==> config.mk <==
export PLATFORM = sky130hd
export DESIGN_NAME = mant_div_datapath
export DESIGN_NICKNAME = d
export VERILOG_FILES = /design/src/rtl/mant_div_datapath_pkg.sv /design/src/rtl/mant_div_step.sv /design/src/rtl/mant_div_datapath.sv
export SDC_FILE = /design/constraint.sdc
export NUM_CORES = 1
export LEC_CHECK = 0
export BUFFER_PORTS_ARGS = -buffer_cell sky130_fd_sc_hd__buf_4
export CAP_MARGIN = 5
export CELL_PAD_IN_SITES_DETAIL_PLACEMENT = 2
export CELL_PAD_IN_SITES_GLOBAL_PLACEMENT = 2
export CORE_UTILIZATION = 36
export DETAILED_ROUTE_END_ITERATION = 8
export PLACE_DENSITY = 0.84
export SKIP_LAST_GASP = 1
export SLEW_MARGIN = 10
export SYNTH_ARGS = -nofsm -noshare
export SYNTH_HDL_FRONTEND = slang
export SYNTH_HIERARCHICAL = 1
export SYNTH_SLANG_ARGS = --single-unit
==> constraint.sdc <==
create_clock -name in_Clk -period 9.53 [get_ports in_Clk]
set_clock_uncertainty 0.15 [all_clocks]
set_input_delay 0.953 -clock in_Clk [delete_from_list [all_inputs] [get_ports in_Clk]]
set_output_delay 0.953 -clock in_Clk [all_outputs]
set_load 0.01 [all_outputs]
==> src/rtl/mant_div_datapath_pkg.sv <==
`default_nettype none
// ============================================================================
// Module   : mant_div_datapath_pkg
// Brief    : Shared widths for the FP32 mantissa divide/round path.
// Revision : 1.0 - initial release
// ============================================================================
package mant_div_datapath_pkg;

    localparam int MANT_W = 24;
    localparam int QUOT_W = 24;
    localparam int CNT_W  = 5;

endpackage : mant_div_datapath_pkg
`default_nettype wire

==> src/rtl/mant_div_step.sv <==
`default_nettype none
// ============================================================================
// Module   : mant_div_step
// Brief    : One restoring-division iteration: compare, conditional subtract,
//            shift left by one.
// Revision : 1.0 - initial release
// ============================================================================
module mant_div_step #(
    parameter int W = 24
) (
    input  logic [W:0]   i_rem,
    input  logic [W-1:0] i_div,
    output logic [W:0]   o_rem_next,
    output logic         o_q
);

    logic [W:0] w_div_ext;
    logic [W:0] w_diff;
    logic [W:0] w_sel;

    assign w_div_ext  = {1'b0, i_div};
    assign w_diff     = i_rem - w_div_ext;
    assign o_q        = (i_rem >= w_div_ext);
    // The remainder stays below 2*D, so its top bit is always free to drop.
    assign w_sel      = o_q ? w_diff : i_rem;
    assign o_rem_next = w_sel << 1;

endmodule : mant_div_step
`default_nettype wire

==> src/rtl/mant_div_datapath.sv <==
`default_nettype none
// ============================================================================
// Module   : mant_div_datapath
// Brief    : Restoring one-bit-per-cycle mantissa divider datapath producing
//            quotient and sticky bit for the normalise/round stage.
// Revision : 1.0 - initial release
// ============================================================================
module mant_div_datapath
    import mant_div_datapath_pkg::*;
#(
    parameter int W  = MANT_W,
    parameter int N  = QUOT_W,
    parameter int CW = CNT_W
) (
    input  logic         in_Clk,
    input  logic         in_Rst,
    input  logic         in_load,
    input  logic         in_shift_en,
    input  logic [W-1:0] in_dividend,
    input  logic [W-1:0] in_divisor,
    output logic [N-1:0] out_quotient,
    output logic         out_sticky,
    output logic         out_done,
    output logic         out_busy
);

    localparam logic [CW-1:0] c_cnt_max = CW'(N);

    logic [W:0]    r_rem;
    logic [W-1:0]  r_div;
    logic [N-1:0]  r_quot;
    logic [CW-1:0] r_cnt;
    logic          r_loaded;

    logic [W:0]    w_rem_next;
    logic          w_q;
    logic          w_running;
    logic          w_iterate;

    mant_div_step #(
        .W (W)
    ) u_step (
        .i_rem      (r_rem),
        .i_div      (r_div),
        .o_rem_next (w_rem_next),
        .o_q        (w_q)
    );

    assign w_running = r_loaded && (r_cnt < c_cnt_max);
    assign w_iterate = in_shift_en && w_running;

    always_ff @(posedge in_Clk) begin
        if (in_Rst) begin
            r_rem    <= '0;
            r_div    <= '0;
            r_quot   <= '0;
            r_cnt    <= '0;
            r_loaded <= 1'b0;
        end else if (in_load) begin
            // A load always restarts, even mid-division, and never iterates.
            r_rem    <= {1'b0, in_dividend};
            r_div    <= in_divisor;
            r_quot   <= '0;
            r_cnt    <= '0;
            r_loaded <= 1'b1;
        end else if (w_iterate) begin
            r_rem    <= w_rem_next;
            r_quot   <= {r_quot[N-2:0], w_q};
            r_cnt    <= r_cnt + 1'b1;
        end
    end

    assign out_quotient = r_quot;
    assign out_sticky   = |r_rem;
    assign out_busy     = w_running;
    assign out_done     = r_loaded && (r_cnt == c_cnt_max);

endmodule : mant_div_datapath
`default_nettype wire

==> results_dict.tcl, run 1 <==
set metrics [dict create \
    multi_input_area_sq_mm 0.00302 \
    routabilityCongestion 0.851 \
    synth_nets 709 \
    ir_drop_v 0.0000821 \
    design_area_sq_mm 0.00594 \
    worst_ep_required_time_ps 9620 \
    cts_tree "built" \
    hp-class "reg2reg" \
    die_h_um 121 \
    syn-instance-count 630 \
    synth.avg_cell_area_sq_um 8.03 \
    grt_overflow 0 \
    cp_cell_sequence "inv_1 > ha_1 > a21oi_2 > o21ai_0 > a311o_1 > a311oi_1 > a21boi_4 > buf_4 > a211oi_1 > a21o_1 > or4_1 > o311a_1" \
    synth_edf_count 0 \
    r2r_cells 12 \
    via_per_inst 5.68 \
    synth.distinct_cells 64 \
    ctsResizeCount 0 \
    firstDrtPassIters 5 \
    p_total_mw 1.04 \
    async_reset_ff_frac 0 \
    drive_gt1_frac 0.181 \
    drv_slew 0 \
    antenna_found_initial 0 \
    worstPathArrival_ps 4010 \
    cts_hold_buf 0 \
    wl_per_cell_um 18.7 \
    row_count 42 \
    leakagePower_nw 2.55 \
    fmax_mhz 255 \
    holdWs_ps 332 \
    maxSlewHeadroom 0.284 \
    nets 754 \
    ios 79 \
    syn_to_final_growth_pct 17.4 \
    port_buffers 78 \
    fin_crit_sh 0.412 \
    rrSetupSlack_ps 5610 \
    synth.ff_latch_count 79 \
    synth_top_area_share 0.312 \
    rsz0062_at_grt "no" \
    status "completed" \
    cts.htree.levels 3 \
    clock_sinks 79 \
    cp_max_fo 32 \
    cts_root_buf "clkbuf_16" \
    dpl.hpwl_um 10800 \
    drtIter0Drc 179 \
    hold_viol 0 \
    cap_violations 0 \
    ys.flop_type "dfxtp_1" \
    path_buf_inv 2 \
    hp-start "out_quotient[23]" \
    n_antenna_cell 0 \
    seq_area_frac_synth 0.312 \
    drc 0 \
    worstSetupEndpointType "register" \
    synth_common_cells "79 x dfxtp_1, 67 x a21oi_1, 55 x inv_1" \
    setup_viol 0 \
    criticalPathCategory "reg2reg" \
    regToRegStartpoint "r_div[18]" \
    min_to "out_quotient[23]" \
    worstMarginPinSlew_ps 1070 \
    post_dp_cell_area_sq_mm 0.00563 \
    fillers 1567 \
    slowest_stage "a21boi_4" \
    insertion_delay_ps 350 \
    worstReg2RegEnd "r_rem[6]" \
    pre_cts_slack_ps 5600 \
    tns_ps 0 \
    clkTransAtPathRegs_ps 70 \
    synth_most_common_cell "dfxtp_1" \
    synthesis.area_sq_mm 0.00506 \
    yosysTopAreaCell "dfxtp_1" \
    core_sq_mm 0.0135 \
    vias 4865 \
    crit_family "compound AO/OA/AOI/OAI gates" \
    die_area_sq_mm 0.0145 \
    ys_warn_count 6 \
    ant_nets 0 \
    grt_start_max_net_pins 99 \
    crit_cells 12 \
    cts_setup_buffers 0 \
    numCtsBuffers 9 \
    crit_path_start_kind "register" \
    grt_pass1_wl_um 26000 \
    start_util 0.376 \
    grt_pass1_vias 5329 \
    drt-total-wl_um 16000 \
    period_minus_slack_ps 3920 \
    ff_latch_area_sq_mm 0.00158 \
    track_usage 0.226 \
    slowest_delay_ps 500 \
    yosys-top-cells-area "dfxtp_1 31%, a21oi_1 6.6%, ha_1 6.4%" \
    setup_ws_ps 5610 \
    hold_depth 2 \
    fp.dieW_um 121 \
    power_density_mw_per_mm2 175 \
    clockBufferDepth 2 \
]
## worst max-delay path by stage
| stage | endpoint | from | slack, ps |
|---|---|---|---|
| detailed placement | r_rem[6] | r_div[18] | 5600 |
| CTS | r_rem[6] | r_div[18] | 5600 |
| floorplan | r_rem[6] | r_div[20] | 6470 |
| finish | r_rem[6] | r_div[18] | 5610 |
| global route | r_rem[6] | r_div[18] | 5400 |
| global placement | r_rem[6] | r_rem[20] | 5750 |
## stage by stage
step,cells,util
floorplan,630,-
global placement,840,0.418
detailed placement,840,0.418
CTS,856,0.441
global route,856,0.441
finish,856,0.441
## cell usage in the layout, fill, tap and decap left out, types with 3 or more instances in the layout
master / instances
o311a_1: 25
xor2_1: 8
o21ai_2: 9
or4_1: 25
a21oi_1: 67
nand2_1: 44
a211oi_1: 4
a21o_1: 9
xnor2_1: 7
o21a_1: 7
buf_4: 80
ha_1: 26
nand3_1: 31
o41ai_1: 3
dfxtp_1: 79
and3_1: 4
mux2i_1: 26
inv_1: 55
nor2_1: 43
o21ai_0: 44
clkbuf_16: 9
nor3_1: 10
o31ai_1: 7
nor4_1: 5
## state kept, by name, indices dropped and copies added (netlist names)
signal and flops:
out_quotient 24, r_cnt 5, r_div 24, r_loaded 1, r_rem 25
## cell families (layout without fill, tap and decap cells)
| family | after synthesis | in the layout | synth area share |
|---|---|---|---|
| xor+xnor | 15 | 15 | 0.0260 |
| flops | 79 | 79 | 0.312 |
| fa+ha+maj | 27 | 27 | 0.0682 |
| compound gates | 200 | 200 | 0.269 |
| buf+inv | 103 | 153 | 0.0939 |
| other cells | 1 | 1 | 0.000741 |
| mux | 26 | 26 | 0.0514 |
| simple gates | 179 | 179 | 0.178 |
## per-layer routing
layer	GRT usage	wire, um	vias to the layer above
li1	-	-	2356
met1	0.262	6930	2410
met2	0.413	8230	77
met3	0.0344	463	22
met4	0.0918	340	0
met5	0	0	-
## where the power goes
part	switching (mW)	internal (mW)	leakage, nW
Sequential	0.0161	0.346	0.648
Clock	0.152	0.211	0.145
Combinational	0.186	0.128	1.76
## area by class of cell
cell class	instances	area share
clock inverters	6	0.0114
multi-input cells	448	0.508
well taps	176	0.0371
inverters	57	0.0360
clock buffers	10	0.0402
flip-flops and latches	79	0.266
repair buffers	80	0.101
## tightest hold or removal path, stage by stage, from the launching register on
cell,delay (ps)
dfxtp_1,310
o21ai_0,70
a21oi_1,60
No activity file was read; power rests on OpenSTA's default activity.
==> run 2: changes to the inputs <==
--- a/config.mk
+++ b/config.mk
@@ -5,13 +5,14 @@
 export SDC_FILE = /design/constraint.sdc
 export NUM_CORES = 1
 export LEC_CHECK = 0
+export ABC_AREA = 1
 export BUFFER_PORTS_ARGS = -buffer_cell sky130_fd_sc_hd__buf_4
 export CAP_MARGIN = 5
 export CELL_PAD_IN_SITES_DETAIL_PLACEMENT = 2
 export CELL_PAD_IN_SITES_GLOBAL_PLACEMENT = 2
-export CORE_UTILIZATION = 36
+export CORE_UTILIZATION = 31
 export DETAILED_ROUTE_END_ITERATION = 8
-export PLACE_DENSITY = 0.84
+export PLACE_DENSITY = 0.8
 export SKIP_LAST_GASP = 1
 export SLEW_MARGIN = 10
 export SYNTH_ARGS = -nofsm -noshare
==> constraint.sdc (replaced) <==
create_clock -name in_Clk -period 3.9 [get_ports in_Clk]
set_clock_uncertainty 0.15 [all_clocks]
set_input_delay 0.39 -clock in_Clk [delete_from_list [all_inputs] [get_ports in_Clk]]
set_output_delay 0.39 -clock in_Clk [all_outputs]
set_load 0.01 [all_outputs]
==> run 2 against run 1 <==
- global-route usage fell by 0.47 points
- critical path depth is 1 higher
- worst setup slack worse by 4800 ps
- sequential share of layout area decreased by 3.2 points
- largest power group is now combinational cells
- worst hold slack got worse by 220 ps
==> results_dict.tcl, run 2 <==
set metrics [dict create \
    grt_pass1_vias 6410 \
    pwr-share-seq 0.319 \
    status "completed" \
    synth_nets 1022 \
    insertion_delay_ps 350 \
    final_cell_mix "364 x nand2_1, 121 x inv_1, 97 x nor2_1, 82 x buf_4, 79 x dfxtp_1" \
    wl_per_cell_um 16.9 \
    syn_to_final_growth_pct 15.6 \
    worstSetupEndpointType "register" \
    design_area_sq_mm 0.00674 \
    worst_ep_required_time_ps 4040 \
    die_h_um 139 \
    post_dp_cell_area_sq_mm 0.00645 \
    drv_slew 0 \
    slowest_stage "ha_1" \
    async_reset_ff_frac 0 \
    maxSlewHeadroom 0.430 \
    crit_path_start_kind "register" \
    rsz0062_at_grt "no" \
    grtUsageMet3 0.0318 \
    firstDrtPassIters 4 \
    ios 79 \
    cp_max_fo 25 \
    use_met2 0.362 \
    clockBufferDepth 2 \
    cp_cell_sequence "ha_1 > nand2_1 > nor2_4 > inv_2 > nor3_4 > nand3_4 > nand3_4 > nand2_1 > nand2_1 > nand2_1 > nand2_1 > nand2_1 > a21oi_2" \
    hold_viol 0 \
    seq_area_frac_synth 0.271 \
    start_util 0.320 \
    switching_share 0.417 \
    p_switching_mw 1.18 \
    power_frac_comb 0.385 \
    port_buffers 78 \
    drt-total-wl_um 20800 \
    clkTransAtPathRegs_ps 70 \
    cts_tree "built" \
    synth_edf_count 0 \
    grt_start_max_net_pins 52 \
    leakagePower_nw 3.34 \
    period_minus_slack_ps 3140 \
    ys.flop_type "dfxtp_1" \
    cts_hold_buf 0 \
    nets 1076 \
    vias 6124 \
    drtIter0Drc 299 \
    via_per_inst 4.97 \
    worstMarginPinSlew_ps 854 \
    clock_sinks 79 \
    setup_viol 0 \
    criticalPathCategory "reg2reg" \
    yosysTopAreaCell "dfxtp_1" \
    numCtsBuffers 9 \
    synth_top_area_share 0.271 \
    finish.utilization 0.370 \
    synth_common_cells "364 x nand2_1, 121 x inv_1, 97 x nor2_1" \
    hp-class "in2reg" \
    ys_warn_count 6 \
    fin_crit_sh 0.804 \
    ctsResizeCount 0 \
    cap_violations 0 \
    drive_gt1_frac 0.160 \
    drc 0 \
    p_clk_frac 0.296 \
    track_usage 0.222 \
    fillers 2289 \
    layout_commonest_cell "nand2_1" \
    grt_pass1_wl_um 33800 \
    ant_nets 0 \
    grt_overflow 0 \
    synth.ff_latch_count 79 \
    synthesis.area_sq_mm 0.00583 \
    yosys-top-cells-area "dfxtp_1 27%, nand2_1 23%, inv_1 7.8%" \
    tns_ps 0 \
    antenna_found_initial 0 \
    synth.avg_cell_area_sq_um 6.18 \
    ir_drop_v 0.000311 \
    row_count 49 \
    fmax_mhz 319 \
    fp.dieW_um 139 \
    busiest_layer "met2" \
    synth.distinct_cells 36 \
    internal_power_mw 1.64 \
    worst_path_most_repeated_cell "nand2_1" \
    slowest_delay_ps 440 \
    routabilityCongestion 0.858 \
    core_sq_mm 0.0182 \
    synth_most_common_cell "nand2_1" \
    syn-instance-count 943 \
    use_met1 0.310 \
    top_register "r_rem" \
    n_antenna_cell 0 \
    die_area_sq_mm 0.0194 \
    cts_root_buf "clkbuf_16" \
    cts_setup_buffers 0 \
    largest_register_ffs 25 \
    dpl.hpwl_um 16100 \
    power_density_mw_per_mm2 418 \
    worstPathArrival_ps 3270 \
    cts.htree.levels 3 \
]
[run 2: path summary, 6_finish.rpt]
kind,from,endpoint,slack (ps),cells past startpoint
min,in_divisor[21],r_div[21],110,3
max reg2reg,r_rem[17],r_rem[6],760,13
max,r_rem[17],r_rem[6],760,13
min reg2reg,out_quotient[23],out_quotient[23],330,2
[run 2: cell families after synthesis]
group / after synthesis / share of synthesized area
AND/OR/NAND/NOR: 570 / 0.430
buffers and inverters: 165 / 0.130
AO/OA/AOI/OAI: 90 / 0.0925
flip-flops: 79 / 0.271
adder cells (fa/ha/maj): 27 / 0.0593
XOR/XNOR: 11 / 0.0165
other: 1 / 0.000643
[run 2: worst max-delay path, delay by kind of cell (launching register included)]
family / cells / cell delay [ps]
buffers and inverters: 1 / 60
AO/OA/AOI/OAI: 1 / 140
flip-flops: 1 / 360
adder cells (fa/ha/maj): 1 / 440
AND/OR/NAND/NOR: 10 / 1890
[run 2: power groups by stage]
| stage | clock network, mW | registers, mW | logic, mW |
|---|---|---|---|
| floorplan | 0 | 0.898 | 0.778 |
| global placement | 0 | 0.915 | 1.04 |
| detailed placement | 0 | 0.917 | 1.07 |
| CTS | 0.852 | 0.899 | 1.09 |
| global route | 0.880 | 0.905 | 1.22 |
| finish | 0.834 | 0.900 | 1.09 |
[run 2: final cells by class]
| type | instances | area [sq um] | area share |
|---|---|---|---|
| multi-input combinational | 699 | 3490 | 0.518 |
| clock inverter | 7 | 62.6 | 0.00929 |
| clock buffer | 9 | 225 | 0.0334 |
| sequential | 79 | 1580 | 0.235 |
| inverter | 126 | 475 | 0.0706 |
| timing repair buffer | 82 | 616 | 0.0914 |
| tap | 229 | 287 | 0.0425 |
[run 2: per-layer routing]
layer  vias up  part of all wire
li1       3047                 -
met1      2981              0.51
met2        81              0.45
met3        15             0.028
met4         0            0.0091
met5         -                 0
[run 2: per-stage QoR]
| stage | total power, mW | hold WS [ps] | setup slack [ps] | std cells |
|---|---|---|---|---|
| 2_1_floorplan | 1.68 | 309 | 1710 | 943 |
| 3_3_place_gp | 1.96 | 313 | 902 | 1215 |
| 3_5_place_dp | 1.99 | 316 | 812 | 1215 |
| 5_1_grt | 3.00 | 117 | 588 | 1231 |
| 4_1_cts | 2.84 | 104 | 767 | 1231 |
| 6_report | 2.82 | 111 | 765 | 1231 |
